<file path="config.mk">
export PLATFORM = sky130hd
export DESIGN_NAME = vga_term_writer
export DESIGN_NICKNAME = d
export VERILOG_FILES = /design/src/rtl/vga_term_writer_pkg.sv /design/src/rtl/term_cursor.sv /design/src/rtl/vga_term_writer.sv
export SDC_FILE = /design/constraint.sdc
export NUM_CORES = 1
export LEC_CHECK = 0
export CORE_MARGIN = 4
export CORE_UTILIZATION = 45
export CTS_BUF_LIST = sky130_fd_sc_hd__clkbuf_16
export DETAILED_ROUTE_END_ITERATION = 7
export PLACE_DENSITY = 0.71
export SKIP_LAST_GASP = 1
export SLEW_MARGIN = 25
export SYNTH_ARGS = -nofsm -noshare
export SYNTH_HDL_FRONTEND = slang
export SYNTH_SLANG_ARGS = --single-unit
</file>
<file path="constraint.sdc">
create_clock -name clk_50m -period 6.2 [get_ports clk_50m]
set_input_delay 1.24 -clock clk_50m [delete_from_list [all_inputs] [get_ports clk_50m]]
set_output_delay 1.24 -clock clk_50m [all_outputs]
set_load 0.005 [all_outputs]
</file>
<file path="src/rtl/vga_term_writer_pkg.sv">
// Shared constants for the VGA character-terminal writer:
// screen geometry, ASCII codes, FSM encoding and char-buffer address layout.
package vga_term_writer_pkg;
    localparam int COLS = 70;
    localparam int ROWS = 30;

    localparam logic [7:0] SPACE = 8'h20;
    localparam logic [7:0] LF    = 8'h0A;
    localparam logic [7:0] CR    = 8'h0D;
    localparam logic [7:0] BS    = 8'h08;

    localparam logic [1:0] ST_INIT  = 2'd0;
    localparam logic [1:0] ST_IDLE  = 2'd1;
    localparam logic [1:0] ST_PUT   = 2'd2;
    localparam logic [1:0] ST_CLEAR = 2'd3;

    localparam int ADDR_COL_LSB = 0;
    localparam int ADDR_COL_W   = 7;
    localparam int ADDR_ROW_LSB = 7;
    localparam int ADDR_ROW_W   = 5;

    // Same layout as the display read address: {4'b0000, row[4:0], col[6:0]}.
    function automatic logic [15:0] make_addr(input logic [4:0] row, input logic [6:0] col);
        logic [15:0] a;
        a = '0;
        a[ADDR_ROW_LSB +: ADDR_ROW_W] = row;
        a[ADDR_COL_LSB +: ADDR_COL_W] = col;
        return a;
    endfunction
endpackage

</file>
<file path="src/rtl/term_cursor.sv">
// Cursor and scroll-offset registers plus logical-to-physical row mapping.
// Updates take effect on the next clk_50m edge; no flow control of its own.
module term_cursor #(
    parameter int COLS = 70,
    parameter int ROWS = 30
) (
    input  logic       clk_50m,
    input  logic       rst,
    input  logic       adv_i,
    input  logic       nl_i,
    input  logic       bs_i,
    output logic [6:0] cur_h_o,
    output logic [4:0] cur_v_o,
    output logic [4:0] line_offset_o,
    output logic [4:0] phys_row_o,
    output logic [4:0] nl_phys_row_o,
    output logic [4:0] bs_phys_row_o
);
    import vga_term_writer_pkg::*;

    localparam logic [6:0] LAST_COL = 7'(COLS - 1);
    localparam logic [4:0] LAST_ROW = 5'(ROWS - 1);
    localparam logic [5:0] ROWS_W   = 6'(ROWS);

    logic [6:0] h_q, h_d;
    logic [4:0] v_q, v_d;
    logic [4:0] off_q, off_d;

    // Both operands are below ROWS, so one conditional subtract is a full mod.
    function automatic logic [4:0] wrap_row(input logic [4:0] a, input logic [4:0] b);
        logic [5:0] s;
        s = {1'b0, a} + {1'b0, b};
        if (s >= ROWS_W) s = s - ROWS_W;
        return s[4:0];
    endfunction

    assign phys_row_o    = wrap_row(off_q, v_q);
    // When scrolling, the new bottom row lands on the old offset row.
    assign nl_phys_row_o = (v_q == LAST_ROW) ? off_q : wrap_row(off_q, v_q + 5'd1);
    assign bs_phys_row_o = wrap_row(off_q, v_q - 5'd1);

    always_comb begin
        h_d   = h_q;
        v_d   = v_q;
        off_d = off_q;
        if (nl_i) begin
            h_d = '0;
            if (v_q != LAST_ROW) v_d = v_q + 5'd1;
            else off_d = (off_q == LAST_ROW) ? 5'd0 : off_q + 5'd1;
        end else if (adv_i) begin
            if (h_q != LAST_COL) h_d = h_q + 7'd1;
        end else if (bs_i) begin
            if (h_q != 7'd0) begin
                h_d = h_q - 7'd1;
            end else if (v_q != 5'd0) begin
                v_d = v_q - 5'd1;
                h_d = LAST_COL;
            end
        end
    end

    always_ff @(posedge clk_50m or posedge rst) begin
        if (rst) begin
            h_q   <= '0;
            v_q   <= '0;
            off_q <= '0;
        end else begin
            h_q   <= h_d;
            v_q   <= v_d;
            off_q <= off_d;
        end
    end

    assign cur_h_o       = h_q;
    assign cur_v_o       = v_q;
    assign line_offset_o = off_q;
endmodule

</file>
<file path="src/rtl/vga_term_writer.sv">
// Byte stream to scrolling char-buffer writer; a write appears the cycle after acceptance.
// in_ready is high only in IDLE, so each PUT/CLEAR/INIT stalls the input.
module vga_term_writer #(
    parameter int COLS = vga_term_writer_pkg::COLS,
    parameter int ROWS = vga_term_writer_pkg::ROWS
) (
    input  logic        clk_50m,
    input  logic        rst,
    input  logic        in_valid,
    input  logic [7:0]  in_char,
    output logic        in_ready,
    output logic        wr_en,
    output logic [15:0] wr_addr,
    output logic [7:0]  wr_data,
    output logic [6:0]  cur_h,
    output logic [4:0]  cur_v,
    output logic [4:0]  line_offset,
    output logic        busy
);
    import vga_term_writer_pkg::*;

    localparam logic [6:0] LAST_COL = 7'(COLS - 1);
    localparam logic [4:0] LAST_ROW = 5'(ROWS - 1);

    logic [1:0]  state_q, state_d;
    logic [6:0]  col_q, col_d;
    logic [4:0]  row_q, row_d;
    logic        last_q, last_d;
    logic        put_bs_q, put_bs_d;
    logic        wr_en_q, wr_en_d;
    logic [15:0] wr_addr_q, wr_addr_d;
    logic [7:0]  wr_data_q, wr_data_d;
    logic        adv, nl, bs, do_nl, printable;
    logic [4:0]  phys_row, nl_phys_row, bs_phys_row;

    term_cursor #(.COLS(COLS), .ROWS(ROWS)) u_cursor (
        .clk_50m       (clk_50m),
        .rst           (rst),
        .adv_i         (adv),
        .nl_i          (nl),
        .bs_i          (bs),
        .cur_h_o       (cur_h),
        .cur_v_o       (cur_v),
        .line_offset_o (line_offset),
        .phys_row_o    (phys_row),
        .nl_phys_row_o (nl_phys_row),
        .bs_phys_row_o (bs_phys_row)
    );

    assign printable = (in_char >= SPACE) && (in_char <= 8'h7E);

    // Write-port registers are loaded on the edge that enters a writing cycle,
    // so wr_en is high exactly during the INIT/PUT/CLEAR cycles that write.
    always_comb begin
        state_d   = state_q;
        col_d     = col_q;
        row_d     = row_q;
        last_d    = last_q;
        put_bs_d  = put_bs_q;
        wr_en_d   = 1'b0;
        wr_addr_d = wr_addr_q;
        wr_data_d = wr_data_q;
        adv       = 1'b0;
        nl        = 1'b0;
        bs        = 1'b0;
        do_nl     = 1'b0;
        case (state_q)
            ST_INIT, ST_CLEAR: begin
                if (last_q) begin
                    state_d = ST_IDLE;
                    last_d  = 1'b0;
                    col_d   = '0;
                    row_d   = '0;
                end else begin
                    wr_en_d   = 1'b1;
                    wr_addr_d = make_addr(row_q, col_q);
                    wr_data_d = SPACE;
                    if (col_q == LAST_COL) begin
                        col_d = '0;
                        if (state_q == ST_CLEAR || row_q == LAST_ROW) last_d = 1'b1;
                        else row_d = row_q + 5'd1;
                    end else begin
                        col_d = col_q + 7'd1;
                    end
                end
            end
            ST_IDLE: begin
                if (in_valid) begin
                    if (printable) begin
                        wr_en_d   = 1'b1;
                        wr_addr_d = make_addr(phys_row, cur_h);
                        wr_data_d = in_char;
                        put_bs_d  = 1'b0;
                        state_d   = ST_PUT;
                    end else if (in_char == LF || in_char == CR) begin
                        do_nl = 1'b1;
                    end else if (in_char == BS && (cur_h != 7'd0 || cur_v != 5'd0)) begin
                        bs        = 1'b1;
                        wr_en_d   = 1'b1;
                        wr_addr_d = (cur_h != 7'd0) ? make_addr(phys_row, cur_h - 7'd1)
                                                    : make_addr(bs_phys_row, LAST_COL);
                        wr_data_d = SPACE;
                        put_bs_d  = 1'b1;
                        state_d   = ST_PUT;
                    end
                end
            end
            ST_PUT: begin
                if (!put_bs_q && cur_h == LAST_COL) begin
                    do_nl = 1'b1;
                end else begin
                    adv     = !put_bs_q;
                    state_d = ST_IDLE;
                end
            end
            default: state_d = ST_INIT;
        endcase
        // Newline issues column 0 of the target row immediately; CLEAR continues from 1.
        if (do_nl) begin
            nl        = 1'b1;
            state_d   = ST_CLEAR;
            row_d     = nl_phys_row;
            col_d     = 7'd1;
            wr_en_d   = 1'b1;
            wr_addr_d = make_addr(nl_phys_row, 7'd0);
            wr_data_d = SPACE;
        end
    end

    always_ff @(posedge clk_50m or posedge rst) begin
        if (rst) begin
            state_q   <= ST_INIT;
            col_q     <= '0;
            row_q     <= '0;
            last_q    <= 1'b0;
            put_bs_q  <= 1'b0;
            wr_en_q   <= 1'b0;
            wr_addr_q <= '0;
            wr_data_q <= '0;
        end else begin
            state_q   <= state_d;
            col_q     <= col_d;
            row_q     <= row_d;
            last_q    <= last_d;
            put_bs_q  <= put_bs_d;
            wr_en_q   <= wr_en_d;
            wr_addr_q <= wr_addr_d;
            wr_data_q <= wr_data_d;
        end
    end

    assign in_ready = (state_q == ST_IDLE);
    assign busy     = (state_q != ST_IDLE);
    assign wr_en    = wr_en_q;
    assign wr_addr  = wr_addr_q;
    assign wr_data  = wr_data_q;
endmodule

</file>
==> impl_results.md, run 1 <==
* CP required at 6430 ps
* CP Launch Type: input port
* PwrDens at 363.8 nW/um^2
* Hold_buf cts at 0
* FP Rows at 35
* Area grow syn2layout at 16.74%
* First-pass GRT wire length at 19600 microns
* Worst hold path stage count at 2
* Seq/Total Area, Yosys at 0.3123
* Skew final at 6.941 ps
* Critical R2R Capture: row_q[1]
* Leakage at 2.209 nW
* Min-delay src: wr_addr[2]
* RSZ-0062 raised after global routing: false
* Setup tns final at 0 ps
* Post-CTS setup buffers at 0
* Vias in the first global route at 3919
* Inst Count DP at 659
* Initial Util at 0.4660
* Top FF cell, synth: dfrtp_1
* Worst slew pin tran at 860.2 ps
* Die height at 106.1 microns
* Most frequent cells in the layout: nor2_1 (54), dfrtp_1 (54), clkdlybuf4s50_1 (50), nand2_1 (47), ha_1 (34)
* All-Layer GR Usage at 0.2119
* Met3 GRT Util at 0.03036
* Crit Path Max Fanout at 23
* Core Footprint at 9284 sq um
* WL final at 11450 microns
* Cts repair resizes at 0
* GR Util met1 at 0.2782
* Hold EP: wr_addr[2]
* Overflow after GRT at 0
* Synth Register Bits at 54
* Met2 usage at 0.3684
* Area of the multi-input gates at 2770 sq um
* Clock Latency Late Sink at 290 ps
* I/O Buffers at 50
* Avg Cell Area, Syn at 8.688 sq um
* Peak Freq at 0.2735 GHz
* DR vias/cell at 5.957
* YS warnings at 0
* Max Buffers Root-to-Sink at 2
* Via count at 3973
* Status: complete, no violations
* WS Path Type: input port to flip-flop
* Synth cell types at 82
* Worst r2r src: u_cursor.cur_v_o[0]
* Placement Cell Area at 4877 sq um
* # fillers at 867
* R2R cell count at 10
* DRC viols at 0
* Post-DP HPWL at 8576 microns
* R2r setup slk at 2660 ps
* I/O Pins at 55
* Final Hold Fails at 0
* Crit. End Element: flip-flop
* Post-Layout Cell Count at 667
* Post-synth ARST share at 1.000
* Setup Viol. Count Final at 0
* Busiest grt layer: met2
* Number of inserted diodes at 0
* # nets final at 585
* Clk slew on worst S/H paths at 80 ps
* Initial antenna violation count at 0
* Final ANT Viol Nets at 0
* Drt wl/cell at 17.16 microns
* Tcrit/Tclk final at 0.5898
* Clock tree root buffer cell: clkbuf_16
* Mapped Cells at 498
* Die Wd at 106.1 microns
* EDFF count, synth at 0
* Sink Count at 54
* CTS H-tree depth at 2
* Share of cells above drive strength 1 at 0.07621
* CTS tree: built
* HP Class: flip-flop to flip-flop
* Gp weighted congestion at 0.8746
* Final instance area at 5051 sq um
* Min Tclk post-route at 3657 ps
* Mapped cell area at 4327 sq um
* Die area at 11250 sq um
* DR pass1 iterations at 5
* Reg area at 1351 sq um
* Worst EP arrival at 3890 ps
* Max VDD drop at 0.0001920 V
* Slew HR at 0.4216
* Slew Limit Fails at 0
* Initial DRC count at 297
* Number of max-cap violations at 0
* Largest net degree at the start of global routing at 55
* Total CTS buffers at 5
==> registers in the layout (all words and copies together), names as in the netlist <==
name,cells
wr_addr,12
wr_data,8
col_q,7
u_cursor.cur_h_o,7
row_q,5
u_cursor.cur_v_o,5
u_cursor.line_offset_o,5
state_q,2
last_q,1
put_bs_q,1
wr_en,1
==> through the flow <==
stage	hold WS, ps	total power [W]	setup slack [ps]	utilization
after floorplan	441.0	0.001188	3160	-
after global routing	493.6	0.001987	2275	0.5441
after detailed placement	459.5	0.001506	2266	0.5253
final	477.5	0.001837	2543	0.5441
after CTS	476.9	0.001841	2551	0.5441
after global placement	459.4	0.001484	2352	0.5253
==> power by group <==
group | internal (W) | total [W] | switching, W | leakage (nW)
registers | 0.000460 | 0.000586 | 0.000126 | 0.687
logic | 0.000421 | 0.000917 | 0.000497 | 1.44
clock network | 0.000194 | 0.000334 | 0.000140 | 0.0819
total | 0.00107 | 0.00184 | 0.000763 | 2.21
==> worst max-delay path, cell delays in order <==
cell and delay [ps]:
clkdlybuf4s50_1 470, nor4_2 340, nand2_1 140, o31a_4 400, o21ai_2 480, o21ai_4 280, nor3_2 340, a22o_1 200
==> area by class of cell <==
type,instances,area share
multi-input combinational,403,0.5484
sequential,54,0.2675
timing repair buffer,52,0.1021
tap,129,0.03195
clock buffer,5,0.02477
inverter,21,0.01561
clock inverter,3,0.009661
==> synth_stat cells (all sizes together) (5+ instances only) <==
cell / n / area [sq um]
nor2: 56 / 220.2
a21o: 6 / 45.04
nor3: 14 / 75.07
xor2: 17 / 148.9
buf: 16 / 111.4
o21ai: 27 / 150.2
a21oi: 30 / 150.1
inv: 21 / 78.83
nor4: 5 / 52.55
nor3b: 5 / 37.54
nand3: 21 / 110.1
a211oi: 8 / 60.06
or2: 5 / 33.79
dfrtp: 54 / 1351
clkbuf: 7 / 26.28
and2: 5 / 33.78
nand2: 48 / 187.7
xnor2: 11 / 96.34
a31oi: 7 / 43.79
a22o: 8 / 70.07
nand4: 5 / 31.28
or3: 5 / 31.28
o31ai: 6 / 50.05
ha: 34 / 425.4
==> kinds of logic after synthesis <==
kind of cell / synth area share
and+or+nand+nor: 0.2227
AOI/OAI and AO/OA: 0.2256
DFF: 0.3123
buffers and inverters: 0.05003
adders and majority gates: 0.1122
xor gates and xnor gates: 0.05668
muxes: 0.01966
other: 0.0008667
==> per-layer routing <==
metal / up-vias / part of all wire / wire length [microns]
met2: 126 / 0.48 / 5551
met4: 0 / 0.016 / 182
met3: 15 / 0.059 / 676
met1: 1947 / 0.44 / 5037
met5: - / 0 / 0
li1: 1885 / - / -
==> worst max-delay path by stage <==
stage                     from     endpoint  slack [ps]  cells past startpoint
floorplan           in_char[4]  wr_addr[11]        3160                      8
global placement    in_char[5]   wr_data[2]        2350                      8
detailed placement  in_char[5]   wr_addr[9]        2270                      8
CTS                 in_char[5]   wr_addr[9]        2550                      8
global route        in_char[4]   wr_addr[9]        2280                      8
finish              in_char[5]   wr_data[1]        2540                      8
No activity file was read; power rests on OpenSTA's default activity.
==> inputs of run 2 (changes only) <==
--- a/config.mk
+++ b/config.mk
@@ -9,7 +9,7 @@
 export CORE_UTILIZATION = 45
 export CTS_BUF_LIST = sky130_fd_sc_hd__clkbuf_16
 export DETAILED_ROUTE_END_ITERATION = 7
-export PLACE_DENSITY = 0.71
+export PLACE_DENSITY = 0.74
 export SKIP_LAST_GASP = 1
 export SLEW_MARGIN = 25
 export SYNTH_ARGS = -nofsm -noshare
==> constraint.sdc (replaced) <==
create_clock -name clk_50m -period 3.1 [get_ports clk_50m]
set_input_delay 0.62 -clock clk_50m [delete_from_list [all_inputs] [get_ports clk_50m]]
set_output_delay 0.62 -clock clk_50m [all_outputs]
set_load 0.005 [all_outputs]
==> run 2 against run 1 <==
  * Sequential share of layout area down 1.2 points
  * Critical endpoint is now wr_addr[7]
  * Design area increased by 4.7%
  * Highest routed layer unchanged
  * Power up 100%
  * Routed wire length up 4.1%
  * Worst hold slack worse by 6.8 ps
  * Final cell count rose by 4.2%
  * Critical path type is now flip-flop to flip-flop
  * Non-clock buffer count increased by 28
  * Largest power group unchanged
==> impl_results.md, run 2 (same netlist as run 1, synthesis figures left out) <==
* Setup Viol. Count Final at 0 (unchanged)
* Gp weighted congestion at 0.9061 (+3.6%)
* Post-Layout Cell Count at 695 (+4.2%)
* Total CTS buffers at 5 (unchanged)
* Max Buffers Root-to-Sink at 2 (unchanged)
* WS Path Type: flip-flop to flip-flop
* Final Hold Fails at 0 (unchanged)
* PnR worst setup slack at 142.1 ps (-2401 ps)
* Post-DP HPWL at 9117 microns (+6.3%)
* Final ANT Viol Nets at 0 (unchanged)
* Die area at 11250 sq um (unchanged)
* Slew HR at 0.5316 (+0.1100)
* Die height at 106.1 microns (unchanged)
* Commonest non-fill, non-tap cell in the layout: nor2_1
* Drt wl/cell at 17.15 microns (about the same)
* Number of inserted diodes at 0 (unchanged)
* Overflow after GRT at 0 (unchanged)
* R2r setup slk at 140 ps (-2520 ps)
* Skew final at 7.585 ps (+0.6438 ps)
* Initial DRC count at 222 (-25%)
* DRC viols at 0 (unchanged)
* Core Footprint at 9284 sq um (unchanged)
* Die Wd at 106.1 microns (unchanged)
* Largest net degree at the start of global routing at 31 (-44%)
* All-Layer GR Usage at 0.2160 (+0.004137)
* Clock Latency Late Sink at 290 ps (about the same)
* # nets final at 613 (+4.8%)
* CP Launch Type: flip-flop
* Clk slew on worst S/H paths at 80 ps (about the same)
* Hold EP: wr_addr[2]
* Sink Count at 54 (unchanged)
* Area grow syn2layout at 22.24%
* Slew Limit Fails at 0 (unchanged)
* Hold_buf cts at 0 (unchanged)
* Most frequent cells in the layout: nor2_1 (54), dfrtp_1 (53), clkdlybuf4s50_1 (50), nand2_1 (46), ha_1 (32)
* Critical Path Start: u_cursor.cur_h_o[1]
* Share of cells above drive strength 1 at 0.1378 (+0.06160)
* I/O Pins at 55 (unchanged)
* Worst r2r src: u_cursor.cur_h_o[1]
* WL final at 11920 microns (+4.1%)
* Inst Count DP at 686 (+4.1%)
* Worst hold path stage count at 2 (unchanged)
* CP required at 3260 ps (-3170 ps)
* Peak Freq at 0.3381 GHz
* Clock tree root buffer cell: clkbuf_16
* Min-delay src: wr_addr[2]
* Vias in the first global route at 4148 (+5.8%)
* I/O Buffers at 50 (unchanged)
* Initial Util at 0.4660 (unchanged)
* Status: complete, no violations
* Tcrit/Tclk final at 0.9542
* HP Class: flip-flop to flip-flop
* DR pass1 iterations at 4 (-1)
* DP Worst Slack at 11.22 ps (-2255 ps)
* FP Rows at 35 (unchanged)
* First-pass GRT wire length at 20190 microns (+3.0%)
* CTS H-tree depth at 2 (unchanged)
* Via count at 4101 (+3.2%)
* DR vias/cell at 5.901 (-0.94%)
* Max reg flops at 12 (unchanged)
* R2R cell count at 9 (-1)
* Leakage at 2.355 nW (+6.6%)
* Worst slew pin tran at 702.7 ps (-157.6 ps)
* Crit. End Element: flip-flop
* Initial antenna violation count at 0 (unchanged)
* Min Tclk post-route at 2958 ps
* Hold slack at 470.7 ps (-6.787 ps)
* RSZ-0062 raised after global routing: true
* CTS tree: built
* Worst EP arrival at 3120 ps (-770 ps)
* Crit Path Max Fanout at 8 (-65%)
* Number of max-cap violations at 0 (unchanged)
* PwrDens at 710.5 nW/um^2 (+95%)
* Max VDD drop at 0.0003804 V (+98%)
* Critical R2R Capture: wr_addr[7]
-- run 2: area by class of cell --
| type | count | area, sq um |
|---|---|---|
| Inverter | 21 | 78.83 |
| Clock inverter | 3 | 26.28 |
| Clock buffer | 5 | 125.1 |
| Fill cell | 855 | 3995 |
| Tap cell | 129 | 161.4 |
| Multi-Input combinational cell | 403 | 2806 |
| Timing Repair Buffer | 80 | 738.2 |
| Sequential cell | 54 | 1353 |
-- run 2: worst max path at each step --
stage,to,depth (start not counted)
floorplan,wr_addr[10],11
CTS,wr_addr[9],11
global route,wr_addr[9],11
detailed placement,wr_addr[9],11
finish,wr_addr[7],9
global placement,wr_addr[7],8
-- run 2: what timing repair did --
action,4_1_cts,5_1_grt
gates resized for setup,0,9
endpoints found under the hold margin,0,0
setup endpoints to repair,0,6
buffers inserted,0,1
-- run 2: metrics by stage --
stage	power (W)	cell area [sq um]	utilization	TNS, ps
floorplan	0.002376	4338	-	0
global placement	0.003090	5092	0.5485	0
detailed placement	0.003148	5092	0.5485	0
CTS	0.003742	5244	0.5648	0
global route	0.004028	5289	0.5697	-66.81
finish	0.003758	5289	0.5697	0
-- run 2: where the power goes --
| group | internal [W] | total (W) | switching [W] |
|---|---|---|---|
| Sequential | 0.000920 | 0.00115 | 0.000233 |
| Clock | 0.000308 | 0.000593 | 0.000285 |
| Combinational | 0.000957 | 0.00201 | 0.00106 |
| Total | 0.00219 | 0.00376 | 0.00157 |
-- run 2: worst max-delay path, cell delays in order, from the launching register on --
cell and delay [ps]:
dfrtp_1 450, inv_1 170, ha_1 210, or3b_4 430
or2_1 270, nor2_2 310, nand2_2 220, xor2_1 190
a221oi_1 440, o21ai_0 140
-- run 2: routing by layer --
layer,GRT usage,routed length [microns],vias to the layer above
li1,-,-,1937
met1,0.2635,5152,1989
met2,0.3816,5795,142
met3,0.03947,625,33
met4,0.07586,347,0
met5,0,0,-
==> inputs of run 3 (changes only) <==
--- a/config.mk
+++ b/config.mk
@@ -9,7 +9,8 @@
 export CORE_UTILIZATION = 45
 export CTS_BUF_LIST = sky130_fd_sc_hd__clkbuf_16
 export DETAILED_ROUTE_END_ITERATION = 7
-export PLACE_DENSITY = 0.74
+export GPL_TIMING_DRIVEN = 0
+export PLACE_DENSITY = 0.71
 export SKIP_LAST_GASP = 1
 export SLEW_MARGIN = 25
 export SYNTH_ARGS = -nofsm -noshare
==> constraint.sdc (replaced) <==
create_clock -name clk_50m -period 3.7 [get_ports clk_50m]
set_input_delay 0.74 -clock clk_50m [delete_from_list [all_inputs] [get_ports clk_50m]]
set_output_delay 0.74 -clock clk_50m [all_outputs]
set_load 0.005 [all_outputs]
==> run 3 against run 2 <==
  * Routed wire length decreased by 4.7%
  * Clock skew decreased by 1.8 ps
  * Global-route usage decreased by 1.3 points
==> impl_results.md, run 3 (same netlist as run 1, synthesis figures left out) <==
* Status: complete, no violations
* CP Launch Type: flip-flop
* WS Path Type: flip-flop to flip-flop
* Gp weighted congestion at 0.8853 (-2.3%)
* Max VDD drop at 0.0002632 V (-31%)
* Via count at 3963 (-3.4%)
* Skew final at 5.824 ps (-1.761 ps)
* Worst Path Buf+Inv at 2 (+1)
* # nets final at 607 (-0.98%)
* First-pass GRT wire length at 18660 microns (-7.6%)
* Internal Power at 0.001789 W (-18%)
* CTS tree: built
* HP Class: flip-flop to flip-flop
* Tot Pwr at 0.003099 W (-18%)
* Slew HR at 0.3946 (-0.1369)
* Worst r2r src: u_cursor.cur_v_o[0]
* Area grow syn2layout at 19.95%
* Initial Util at 0.4660 (unchanged)
* CP peak stage delay at 510 ps (+60 ps)
* Placement Cell Area at 5030 sq um (-1.2%)
* Setup Viol. Count Final at 0 (unchanged)
* Worst hold path stage count at 2 (unchanged)
* Slew Limit Fails at 0 (unchanged)
* DR pass1 iterations at 6 (+2)
* Post-Layout Cell Count at 689 (-0.86%)
* Core Util, Final at 0.5590 (-0.01065)
* I/O Pins at 55 (unchanged)
* DR vias/cell at 5.752 (-2.5%)
* Leakage at 2.291 nW (-2.7%)
* Post-CTS setup buffers at 0 (unchanged)
* Critical R2R Capture: wr_addr[10]
* Die height at 106.1 microns (unchanged)
* Initial DRC count at 250 (+13%)
* Part of the power in the clock network at 0.161 (+0.003)
* CTS H-tree depth at 2 (unchanged)
* # fillers at 868 (+1.5%)
* CP cell instances: inv_1, ha_1, inv_1, ha_1, a211oi_1, nor3b_1, or3_1, o21ai_1, a21boi_0, o311ai_1, a31oi_1
* WL final at 11360 microns (-4.7%)
* Sink Count at 54 (unchanged)
* Reg power frac at 0.301 (-0.006)
* DRC viols at 0 (unchanged)
* Hold EP: wr_addr[2]
* Worst slew pin tran at 901.2 ps (+198.5 ps)
* Most frequent cells in the layout: nor2_1 (54), dfrtp_1 (54), clkdlybuf4s50_1 (50), nand2_1 (47), ha_1 (34)
* Crit. End Element: flip-flop
* Peak Freq at 0.2961 GHz (-12%)
* Final Hold Fails at 0 (unchanged)
* Sw frac at 0.4228 (+0.004311)
* Die area at 11250 sq um (unchanged)
* R2R cell count at 11 (+2)
* Die Wd at 106.1 microns (unchanged)
* RSZ-0062 raised after global routing: false
* Max reg flops at 12 (unchanged)
* Inst Count DP at 681 (-0.73%)
* R2r setup slk at 320 ps (+180 ps)
* Min-delay src: wr_addr[2]
* Clock tree root buffer cell: clkbuf_16
* All-Layer GR Usage at 0.2031 (-0.01293)
* Max Buffers Root-to-Sink at 2 (unchanged)
* P_sw at 0.001310 W (-17%)
* Total CTS buffers at 5 (unchanged)
* Worst EP arrival at 3550 ps (+430 ps)
* Overflow after GRT at 0 (unchanged)
* Crit Path Max Fanout at 8 (unchanged)
* Min Tclk post-route at 3377 ps (+419.6 ps)
* Vias in the first global route at 3787 (-8.7%)
* I/O Buffers at 50 (unchanged)
* Number of max-cap violations at 0 (unchanged)
* Drt wl/cell at 16.48 microns (-3.9%)
* FP Rows at 35 (unchanged)
* Clk slew on worst S/H paths at 80 ps (about the same)
* Number of inserted diodes at 0 (unchanged)
* PwrDens at 597.2 nW/um^2 (-16%)
* CP required at 3870 ps (+610 ps)
* Slowest stage cell, crit path: dfrtp_1
* Share of cells above drive strength 1 at 0.1036 (-0.03424)
* CP delay by family, top: compound AO/OA/AOI/OAI gates
* Combinational group share of total power at 0.539 (+0.004)
* Final instance area at 5190 sq um (-1.9%)
* Clock Latency Late Sink at 300 ps (about the same)
* Setup tns final at 0 ps (unchanged)
* Tcrit/Tclk final at 0.9128 (-0.04133)
* Final ANT Viol Nets at 0 (unchanged)
* Core Footprint at 9284 sq um (unchanged)
* Initial antenna violation count at 0 (unchanged)
* Post-DP HPWL at 8511 microns (-6.6%)
* Largest net degree at the start of global routing at 54 (+74%)
[run 3: area by class of cell]
| cell class | count | area, sq um | share of cell area |
|---|---|---|---|
| Multi-Input combinational cell | 403 | 2781 | 0.5359 |
| Clock inverter | 3 | 23.77 | 0.004581 |
| Sequential cell | 54 | 1351 | 0.2604 |
| Tap cell | 129 | 161.4 | 0.03110 |
| Clock buffer | 5 | 125.1 | 0.02411 |
| Buffer | 23 | 137.6 | 0.02652 |
| Inverter | 21 | 81.33 | 0.01567 |
| Timing Repair Buffer | 51 | 528.0 | 0.1017 |
[run 3: repair_timing]
action	CTS	global route
hold buffers	0	0
resized for setup	0	2
setup endpoints to repair	0	2
[run 3: per-stage QoR]
| step | hold WS (ps) | setup WS (ps) |
|---|---|---|
| after global placement | 449.7 | 66.44 |
| after floorplan | 441.0 | 799.3 |
| final | 473.9 | 322.5 |
| after detailed placement | 459.2 | 50.57 |
| after global routing | 513.7 | 66.80 |
| after CTS | 482.2 | 130.4 |
[run 3: routing by layer]
layer  track usage  share of wire  up-vias
li1              -              -     1925
met2        0.3452           0.48      151
met4       0.06475          0.021        0
met1        0.2673           0.44     1865
met5             0              0        -
met3       0.02854          0.056       22
[run 3: worst max-delay path by stage]
stage / start / to / slack, ps / cells past startpoint
2_1_floorplan: u_cursor.cur_v_o[0] / wr_addr[10] / 800 / 11
3_3_place_gp: in_char[4] / wr_addr[11] / 70 / 9
3_5_place_dp: in_char[4] / wr_addr[11] / 50 / 9
4_1_cts: u_cursor.cur_v_o[0] / wr_addr[10] / 130 / 11
5_1_grt: u_cursor.cur_v_o[0] / wr_addr[10] / 70 / 11
6_report: u_cursor.cur_v_o[0] / wr_addr[10] / 320 / 11
[run 3: power by group through the flow]
stage                     Combinational, W  Clock [W]  Sequential [W]
after floorplan                    0.00107          0        0.000921
after global placement             0.00163          0        0.000936
after detailed placement           0.00165          0        0.000942
after CTS                          0.00167   0.000504        0.000931
after global routing               0.00184   0.000527        0.000958
final                              0.00167   0.000498        0.000932
[run 3: tightest hold or removal path: stages, from the launching register on]
cell,delay [ps]
dfrtp_1,340
nand2_1,50
nand2_1,50
